[src/rtl/btn_pkg.sv]
// ----------------------------------------------------------------------------
// btn_pkg
// Shared types and constants for the push-button front end.
//   btn_state_t    : per-channel debounce FSM state
//   BTN_*          : channel index of each lab button within RawIn/Level/...
//   SYNC_RESET_VAL : reset value of the synchronizer flops (inactive raw level)
// Configuration macro: BTN_ACTIVE_LOW_EN (raw buttons are active-low when set).
// ----------------------------------------------------------------------------
package btn_pkg;

   typedef enum logic [1:0] {
      STABLE_LO,
      WAIT_HI,
      STABLE_HI,
      WAIT_LO
   } btn_state_t;

   localparam int BTN_LOADA = 0;
   localparam int BTN_LOADB = 1;
   localparam int BTN_EXEC  = 2;

   // The synchronizer resets to the level an idle board button presents, so
   // leaving reset never looks like a press.
`ifdef BTN_ACTIVE_LOW_EN
   localparam logic SYNC_RESET_VAL = 1'b1;
`else
   localparam logic SYNC_RESET_VAL = 1'b0;
`endif

endpackage

[src/rtl/btn_debounce_ch.sv]
// ----------------------------------------------------------------------------
// btn_debounce_ch
// One button channel: 2-flop synchronizer, debounce FSM with a stable-sample
// counter, registered level and one-cycle press/release strobes.
// Ports:
//   clk           in  system clock, rising edge
//   rst           in  asynchronous active-high reset
//   raw           in  unsynchronized button input
//   level         out debounced level (1 in STABLE_HI / WAIT_LO)
//   press         out one-cycle strobe coincident with level rising
//   release_pulse out one-cycle strobe coincident with level falling
// Configuration macro: BTN_ACTIVE_LOW_EN inverts the synchronized sample.
// ----------------------------------------------------------------------------
module btn_debounce_ch
   import btn_pkg::*;
#(
   parameter int DEBOUNCE_CYCLES = 2
) (
   input  logic clk,
   input  logic rst,
   input  logic raw,
   output logic level,
   output logic press,
   output logic release_pulse
);

   localparam int               CNT_W    = $clog2(DEBOUNCE_CYCLES + 1);
   localparam logic [CNT_W-1:0] CNT_LAST = CNT_W'(DEBOUNCE_CYCLES - 1);
   localparam logic [CNT_W-1:0] CNT_ONE  = CNT_W'(1);

   logic             sync1;
   logic             sync2;
   logic             s;
   btn_state_t       state;
   btn_state_t       state_nxt;
   logic [CNT_W-1:0] cnt;
   logic [CNT_W-1:0] cnt_nxt;
   logic             level_nxt;
   logic             press_nxt;
   logic             release_nxt;

   // NOTE: sequential state uses non-blocking assignments so every flop samples
   // the pre-edge values; blocking here would collapse the 2-flop synchronizer.
   always_ff @(posedge clk or posedge rst) begin
      if (rst) begin
         sync1 <= SYNC_RESET_VAL;
         sync2 <= SYNC_RESET_VAL;
      end else begin
         sync1 <= raw;
         sync2 <= sync1;
      end
   end

`ifdef BTN_ACTIVE_LOW_EN
   assign s = ~sync2;
`else
   assign s = sync2;
`endif

   // NOTE: every signal written here gets a default first, so no path through
   // the case statement can leave one unassigned and infer a latch.
   always_comb begin
      state_nxt = state;
      cnt_nxt   = cnt;
      unique case (state)
         STABLE_LO: begin
            if (s) begin
               if (DEBOUNCE_CYCLES == 1) begin
                  state_nxt = STABLE_HI;
               end else begin
                  state_nxt = WAIT_HI;
                  cnt_nxt   = CNT_ONE;
               end
            end
         end
         WAIT_HI: begin
            if (!s) begin
               // Glitch: drop back silently and restart qualification.
               state_nxt = STABLE_LO;
               cnt_nxt   = '0;
            end else if (cnt == CNT_LAST) begin
               state_nxt = STABLE_HI;
               cnt_nxt   = '0;
            end else begin
               cnt_nxt = cnt + 1'b1;
            end
         end
         STABLE_HI: begin
            if (!s) begin
               if (DEBOUNCE_CYCLES == 1) begin
                  state_nxt = STABLE_LO;
               end else begin
                  state_nxt = WAIT_LO;
                  cnt_nxt   = CNT_ONE;
               end
            end
         end
         WAIT_LO: begin
            if (s) begin
               state_nxt = STABLE_HI;
               cnt_nxt   = '0;
            end else if (cnt == CNT_LAST) begin
               state_nxt = STABLE_LO;
               cnt_nxt   = '0;
            end else begin
               cnt_nxt = cnt + 1'b1;
            end
         end
      endcase

      // Outputs are registered from the next state so level and strobes change
      // on the same edge that completes qualification.
      level_nxt   = (state_nxt == STABLE_HI) || (state_nxt == WAIT_LO);
      press_nxt   = (state_nxt == STABLE_HI) &&
                    ((state == STABLE_LO) || (state == WAIT_HI));
      release_nxt = (state_nxt == STABLE_LO) &&
                    ((state == STABLE_HI) || (state == WAIT_LO));
   end

   always_ff @(posedge clk or posedge rst) begin
      if (rst) begin
         state         <= STABLE_LO;
         cnt           <= '0;
         level         <= 1'b0;
         press         <= 1'b0;
         release_pulse <= 1'b0;
      end else begin
         state         <= state_nxt;
         cnt           <= cnt_nxt;
         level         <= level_nxt;
         press         <= press_nxt;
         release_pulse <= release_nxt;
      end
   end

endmodule

[src/rtl/button_conditioner.sv]
// ----------------------------------------------------------------------------
// button_conditioner
// Front end for the lab processor push-buttons (bit 0 LoadA, bit 1 LoadB,
// bit 2 Execute). Each channel is synchronized and debounced independently.
// Ports:
//   Clk     in  system clock, rising edge
//   Reset   in  asynchronous active-high reset
//   RawIn   in  [N_BTN] unsynchronized button inputs
//   Level   out [N_BTN] debounced, synchronized button state
//   Press   out [N_BTN] one-cycle strobe on Level rising
//   Release out [N_BTN] one-cycle strobe on Level falling
// Parameters: N_BTN channels; DEBOUNCE_CYCLES agreeing samples to change level
// (must be >= 1; the board top raises it well above the simulation default).
// Configuration macro: BTN_ACTIVE_LOW_EN treats RawIn as active-low.
// ----------------------------------------------------------------------------
module button_conditioner #(
   parameter int N_BTN           = 3,
   parameter int DEBOUNCE_CYCLES = 2
) (
   input  logic             Clk,
   input  logic             Reset,
   input  logic [N_BTN-1:0] RawIn,
   output logic [N_BTN-1:0] Level,
   output logic [N_BTN-1:0] Press,
   output logic [N_BTN-1:0] Release
);

   if (DEBOUNCE_CYCLES < 1) begin : g_bad_cfg
      $error("button_conditioner: DEBOUNCE_CYCLES must be >= 1");
   end

   for (genvar i = 0; i < N_BTN; i++) begin : g_ch
      btn_debounce_ch #(
         .DEBOUNCE_CYCLES(DEBOUNCE_CYCLES)
      ) u_ch (
         .clk          (Clk),
         .rst          (Reset),
         .raw          (RawIn[i]),
         .level        (Level[i]),
         .press        (Press[i]),
         .release_pulse(Release[i])
      );
   end

endmodule

[config.mk]
export PLATFORM = sky130hd
export DESIGN_NAME = button_conditioner
export DESIGN_NICKNAME = d
export VERILOG_FILES = /design/src/rtl/btn_pkg.sv /design/src/rtl/btn_debounce_ch.sv /design/src/rtl/button_conditioner.sv
export SDC_FILE = /design/constraint.sdc
export NUM_CORES = 1
export LEC_CHECK = 0
export BUFFER_PORTS_ARGS = -buffer_cell sky130_fd_sc_hd__clkbuf_2
export CAP_MARGIN = 15
export CORE_UTILIZATION = 49
export CTS_CLUSTER_SIZE = 24
export DETAILED_ROUTE_END_ITERATION = 10
export PLACE_DENSITY = 0.72
export SLEW_MARGIN = 20
export SYNTH_ARGS = -nofsm -noshare
export SYNTH_HDL_FRONTEND = slang
export SYNTH_SLANG_ARGS = --single-unit
export TNS_END_PERCENT = 10
[constraint.sdc]
create_clock -name Clk -period 1 [get_ports Clk]
set_clock_uncertainty 0.05 [all_clocks]
set_input_delay 0 -clock Clk [delete_from_list [all_inputs] [get_ports Clk]]
set_output_delay 0 -clock Clk [all_outputs]
set_load 0.01 [all_outputs]
# After elaboration in Yosys (flattened, before gate mapping)
# Index checks and enable logic that the tools add are counted.
[word_totals]
ff_bits = 27
latchBits = 0
ram_bits = 0
rom_bits = 0
inputBits = 5
out_inout_bits = 9
wordCells = 111
mem_count = 0
[op_classes]
add_sub_neg = 3
multipliers = 0
n_div = 0
magnitude_cmp = 0
eq_ne = 24
shift = 0
muxes = 39
bitwise = 0
n_reduce_logical = 24
[ops]
columns = ["cell", "count"]
rows = [
  ["$mux W2", 33],
  ["$pmux W2 S4", 6],
  ["$eq A2 B2 Y1 const B", 12],
  ["$eq A2 B1 Y1 const B", 6],
  ["$logic_not A2 Y1", 6],
  ["$logic_or A1 B1 Y1", 9],
  ["$add A2 B1 Y2 const B", 3],
  ["$logic_and A1 B1 Y1", 6],
  ["$ne A2 B1 Y1 const B", 3],
  ["$ne A2 B2 Y1 const B", 3],
  ["$reduce_and A2 Y1", 3],
]

# Logic depth before layout (Yosys ltp)
[logic_depth]
depth_word = 6
mapped_depth = 2

# Hierarchy
# Synthesis repeated with hierarchy kept, for this count alone.
[hier_totals]
cells_unflattened = 63
area_unflattened_um2 = 1006.0
[modules_own_cells]
columns = ["mod", "n_inst", "cells_each", "area_each_um2", "seq_area_each_um2"]
rows = [
  ["btn_debounce_ch", 3, 21, 335.3, 225.2],
]

# Least setup slack after synthesis
# OpenSTA, ideal clock, no wires.
[synth_path]
path_kind = "register -> register"
startpoint = "reg g_ch[1].u_ch.cnt[1]"
endpoint = "reg g_ch[1].u_ch.level"
setup_ns = 0.127
arrival_time_ns = 0.850
required_time_ns = 0.823
slack_ns = -0.027
path_stages_with_launch = 3
n_path_buf = 0
path_cell_list = "dfrtp_1 > nand3b_4 > mux2_1"
[synth_via]
elab_chain_len = 6
[synth_lines]
columns = ["element", "line", "rtl"]
rows = [
  ["start: declaration", "btn_debounce_ch.sv:36", "logic [CNT_W-1:0] cnt;"],
  ["start signal: assignment", "btn_debounce_ch.sv:129", "cnt <= cnt_nxt;"],
  ["$eq A2 B1 Y1 *", "btn_debounce_ch.sv:81, btn_debounce_ch.sv:102", ""],
  ["$mux W2 (on tied branches)", "btn_debounce_ch.sv:102, btn_debounce_ch.sv:81", ""],
  ["$mux W2 (on tied branches)", "btn_debounce_ch.sv:99, btn_debounce_ch.sv:77", ""],
  ["$pmux W2 S4 *", "btn_debounce_ch.sv:65", "unique case (state)"],
  ["$eq A2 B2 Y1", "btn_debounce_ch.sv:113", "level_nxt = (state_nxt == STABLE_HI) || (state_nxt == WAIT_LO);"],
  ["$logic_or A1 B1 Y1 *", "btn_debounce_ch.sv:113", ""],
  ["net g_ch[1].u_ch.level_nxt", "btn_debounce_ch.sv:38", "logic level_nxt;"],
  ["end signal: assignment", "btn_debounce_ch.sv:130", "level <= level_nxt;"],
  ["end: declaration", "btn_debounce_ch.sv:22", "output logic level,"],
]
# Mark *: on every way through the listed nets, which the timed path passes. The rest lies on a longest branch.
# A chain may end at the register's enable or synchronous reset.

# Worst setup path in the final report
[layout_path]
startpoint = "reg g_ch[2].u_ch.cnt[1]"
endpoint = "reg g_ch[2].u_ch.release_pulse"
[layout_via]
elab_chain_len = 6
[layout_lines]
columns = ["element", "line", "rtl"]
rows = [
  ["start: declaration", "btn_debounce_ch.sv:36", ""],
  ["start signal: assignment", "btn_debounce_ch.sv:129", ""],
  ["$eq A2 B1 Y1 *", "btn_debounce_ch.sv:81, btn_debounce_ch.sv:102", ""],
  ["$mux W2 (on tied branches)", "btn_debounce_ch.sv:102, btn_debounce_ch.sv:81", ""],
  ["$mux W2 (on tied branches)", "btn_debounce_ch.sv:99, btn_debounce_ch.sv:77", ""],
  ["$pmux W2 S4 *", "btn_debounce_ch.sv:65", ""],
  ["$logic_not A2 Y1 *", "btn_debounce_ch.sv:116", "release_nxt = (state_nxt == STABLE_LO) &&"],
  ["$logic_and A1 B1 Y1 *", "btn_debounce_ch.sv:116", ""],
  ["net g_ch[2].u_ch.release_nxt", "btn_debounce_ch.sv:40", "logic release_nxt;"],
  ["end signal: assignment", "btn_debounce_ch.sv:132", "release_pulse <= release_nxt;"],
  ["end: declaration", "btn_debounce_ch.sv:24", "output logic release_pulse"],
]
# Marks and branches as above.

==> results.cfg <==
[status]
run_status = finished with violations
violations = setup timing

[place]
portBuffers = 13
hpwl_microns = 1000
routabilityCongestion = 0.626
pre_cts_slack_ps = -123

[clock_network]
clk_pin_slew_ps = 130
htree_levels = 1
cts_root_buf = clkbuf_4
clock_sinks = 26
clockBufferDepth = 2
cts_tree = built
cts_made_buffers = 3
clk_latency_ps = 310

[detailed_routing]
route.vias.total = 581
viasPerCell = 4.61
wl_per_cell_microns = 11.1
drtIter0Drc = 4
first_pass_iters = 4
drtAntennaViolNets = 0
drc = 0
wl_microns = 1400

[sta]
slew_headroom_pct = 79.4
setup_ws_ps = -52.3
rsz0062_at_grt = yes
fmax_mhz = 950
holdWs_ps = 196
finalSetupViolCount = 11
worst_pin_slew_ps = 309
fin_crit_sh_pct = 105
period_needed_ps = 1050
finalHoldViolCount = 0
finalMaxSlewViolations = 0

[global_routing]
grt_pass1_vias = 510
grt_usage_pct = 13.9
grt_pass1_wl_microns = 2130
grt_max_degree = 27
overflow = 0
antenna_found_initial = 0

[pwr]
p_clk_share_pct = 12.3
netSwitchingFraction_pct = 29.7
p_leak_nw = 0.645
combPwrFrac_pct = 41.8
switchingPower_mw = 0.992
power.internal_mw = 2.35
p_seq_share_pct = 45.9
power_density_mw_per_mm2 = 2580
ir_worst_vdd_mv = 1.51

[synth]
synthCells = 69
ys_warn_count = 0
synth_seq_cells = 26
syn_nets = 74
synth_cell_types = 13
ys_seq_area_share_pct = 63.7
synthesis.area_sq_mm = 0.00102
syn_avg_cell_area_sq_um = 14.8

[worst_setup_path]
endpoint_kind = flip-flop
required_ps = 1180
critPathArrivalTime_ps = 1230
cp_max_fo = 3
timing_worst_setup_path_type = reg2reg
worst_setup_path_start_kind = flip-flop

[layout]
antenna_cells = 0
nets = 106
utilization_pct = 66.1
syn_to_final_growth_pct = 27.0
layout-drive-gt1-share_pct = 45.5

[floorplan]
coreArea_sq_mm = 0.00196
rows = 16
fp.dieH_microns = 47.6
ios = 14
dieArea_sq_mm = 0.00227
die_width_microns = 47.6
start_util_pct = 52.0

[min_path]
holdCritPathClass = in2async

[run]
maxCapViolations = 0
==> timing repair <==
item	CTS	global route
hold endpoints to repair	29	0
hold buffers	4	0
pin swaps	2	2
resized for setup	2	5
endpoints found under the setup margin	13	14
buffers inserted	1	1
cloned	0	0
==> logic make-up (layout without fill, tap and decap cells) <==
| family | Yosys count | count (layout) | share of synthesized area, % |
|---|---|---|---|
| AND/OR/NAND/NOR | 17 | 17 | 14.3 |
| buffers and inverters | 11 | 41 | 7.35 |
| XOR/XNOR | 3 | 3 | 2.57 |
| multiplexers | 11 | 11 | 11.4 |
| flip-flops | 26 | 26 | 63.7 |
| AO/OA/AOI/OAI | 1 | 1 | 0.613 |
==> synthesized netlist by cell type <==
library cell   n  area [sq um]
a31oi_1        1          6.26
buf_4          9          67.6
dfrtp_1       26           651
inv_1          2          7.51
mux2_1         2          22.5
mux2_2         3          33.8
mux2i_1        6          60.1
nand2b_1       3          18.8
nand3b_1       4          30.0
nand3b_4       2          40.0
nor2b_1        2          12.5
nor3b_1        6          45.0
xnor2_1        3          26.3
==> path summary, 6_finish.rpt <==
check                      depth (start not counted)  slack, ps                            start                                   end
min reg2reg                                        0        310     g_ch[1].u_ch.sync1$_DFF_PP0_              g_ch[1].u_ch.s$_DFF_PP0_
min                                                4        200                            Reset          g_ch[0].u_ch.sync1$_DFF_PP0_
max                                                3        -50  g_ch[2].u_ch.cnt[1]$_DFFE_PP0P_  g_ch[2].u_ch.release_pulse$_DFF_PP0_
min in group Clk                                   2        270                         RawIn[2]          g_ch[2].u_ch.sync1$_DFF_PP0_
max in group asynchronous                          4        470                            Reset       g_ch[1].u_ch.cnt[0]$_DFFE_PP0P_
max reg2reg                                        3        -50  g_ch[2].u_ch.cnt[1]$_DFFE_PP0P_  g_ch[2].u_ch.release_pulse$_DFF_PP0_
==> state kept, by name, summed over array words and instances (netlist names) <==
| register | cells |
|---|---|
| g_ch.u_ch.release_pulse | 3 |
| g_ch.u_ch.state | 5 |
| g_ch.u_ch.press | 3 |
| g_ch.u_ch.level | 3 |
| g_ch.u_ch.sync1 | 3 |
| g_ch.u_ch.s | 3 |
| g_ch.u_ch.cnt | 6 |
==> per-layer routing <==
metal	global-route usage [%]	up-vias	routed length [microns]
met2	23.0	12	749
li1	-	289	-
met3	3.40	2	40
met5	0	-	0
met4	6.67	0	7
met1	17.2	278	599
==> critical path, cell delays in order, from the launching register on <==
cell	delay [ps]
dfrtp_1	390
nand3b_1	190
buf_4	170
nor3b_2	170
==> power groups by stage <==
stage	registers, mW	clock network (mW)	logic [mW]
floorplan	1.58	0	0.804
global placement	1.53	0	1.24
detailed placement	1.55	0	1.28
CTS	1.52	0.439	1.32
global route	1.58	0.485	1.53
finish	1.53	0.411	1.40
==> layout make-up <==
class | count | area [sq um]
Tap cell | 27 | 33.8
Timing Repair Buffer | 36 | 262
Fill cell | 165 | 666
Multi-Input combinational cell | 32 | 320
Inverter | 2 | 7.51
Sequential cell | 26 | 651
Clock buffer | 3 | 22.5
==> metrics by stage <==
stage / instances / TNS [ps] / total power, mW / instance area, sq um
after floorplan: 69 / -65.5 / 2.38 / 1030
after global placement: 117 / -63.3 / 2.77 / 1190
after detailed placement: 117 / -361 / 2.82 / 1190
after CTS: 125 / -530 / 3.28 / 1270
after global routing: 126 / -889 / 3.59 / 1300
final: 126 / -357 / 3.34 / 1300
==> layout by cell type (no fill, tap or decap) <==
cell           count
mux2i_1            6
a31oi_1            1
mux2_2             3
buf_4             17
dlygate4sd3_1      4
xnor2_2            1
clkbuf_4           3
nand3b_4           2
nand3b_1           4
nor3b_2            2
nand2b_1           3
nor3b_1            4
mux2_4             2
xnor2_1            2
buf_6              3
dfrtp_1           26
inv_1              2
nor2b_1            2
clkbuf_2          12
Power figures use the tool's default switching activity.
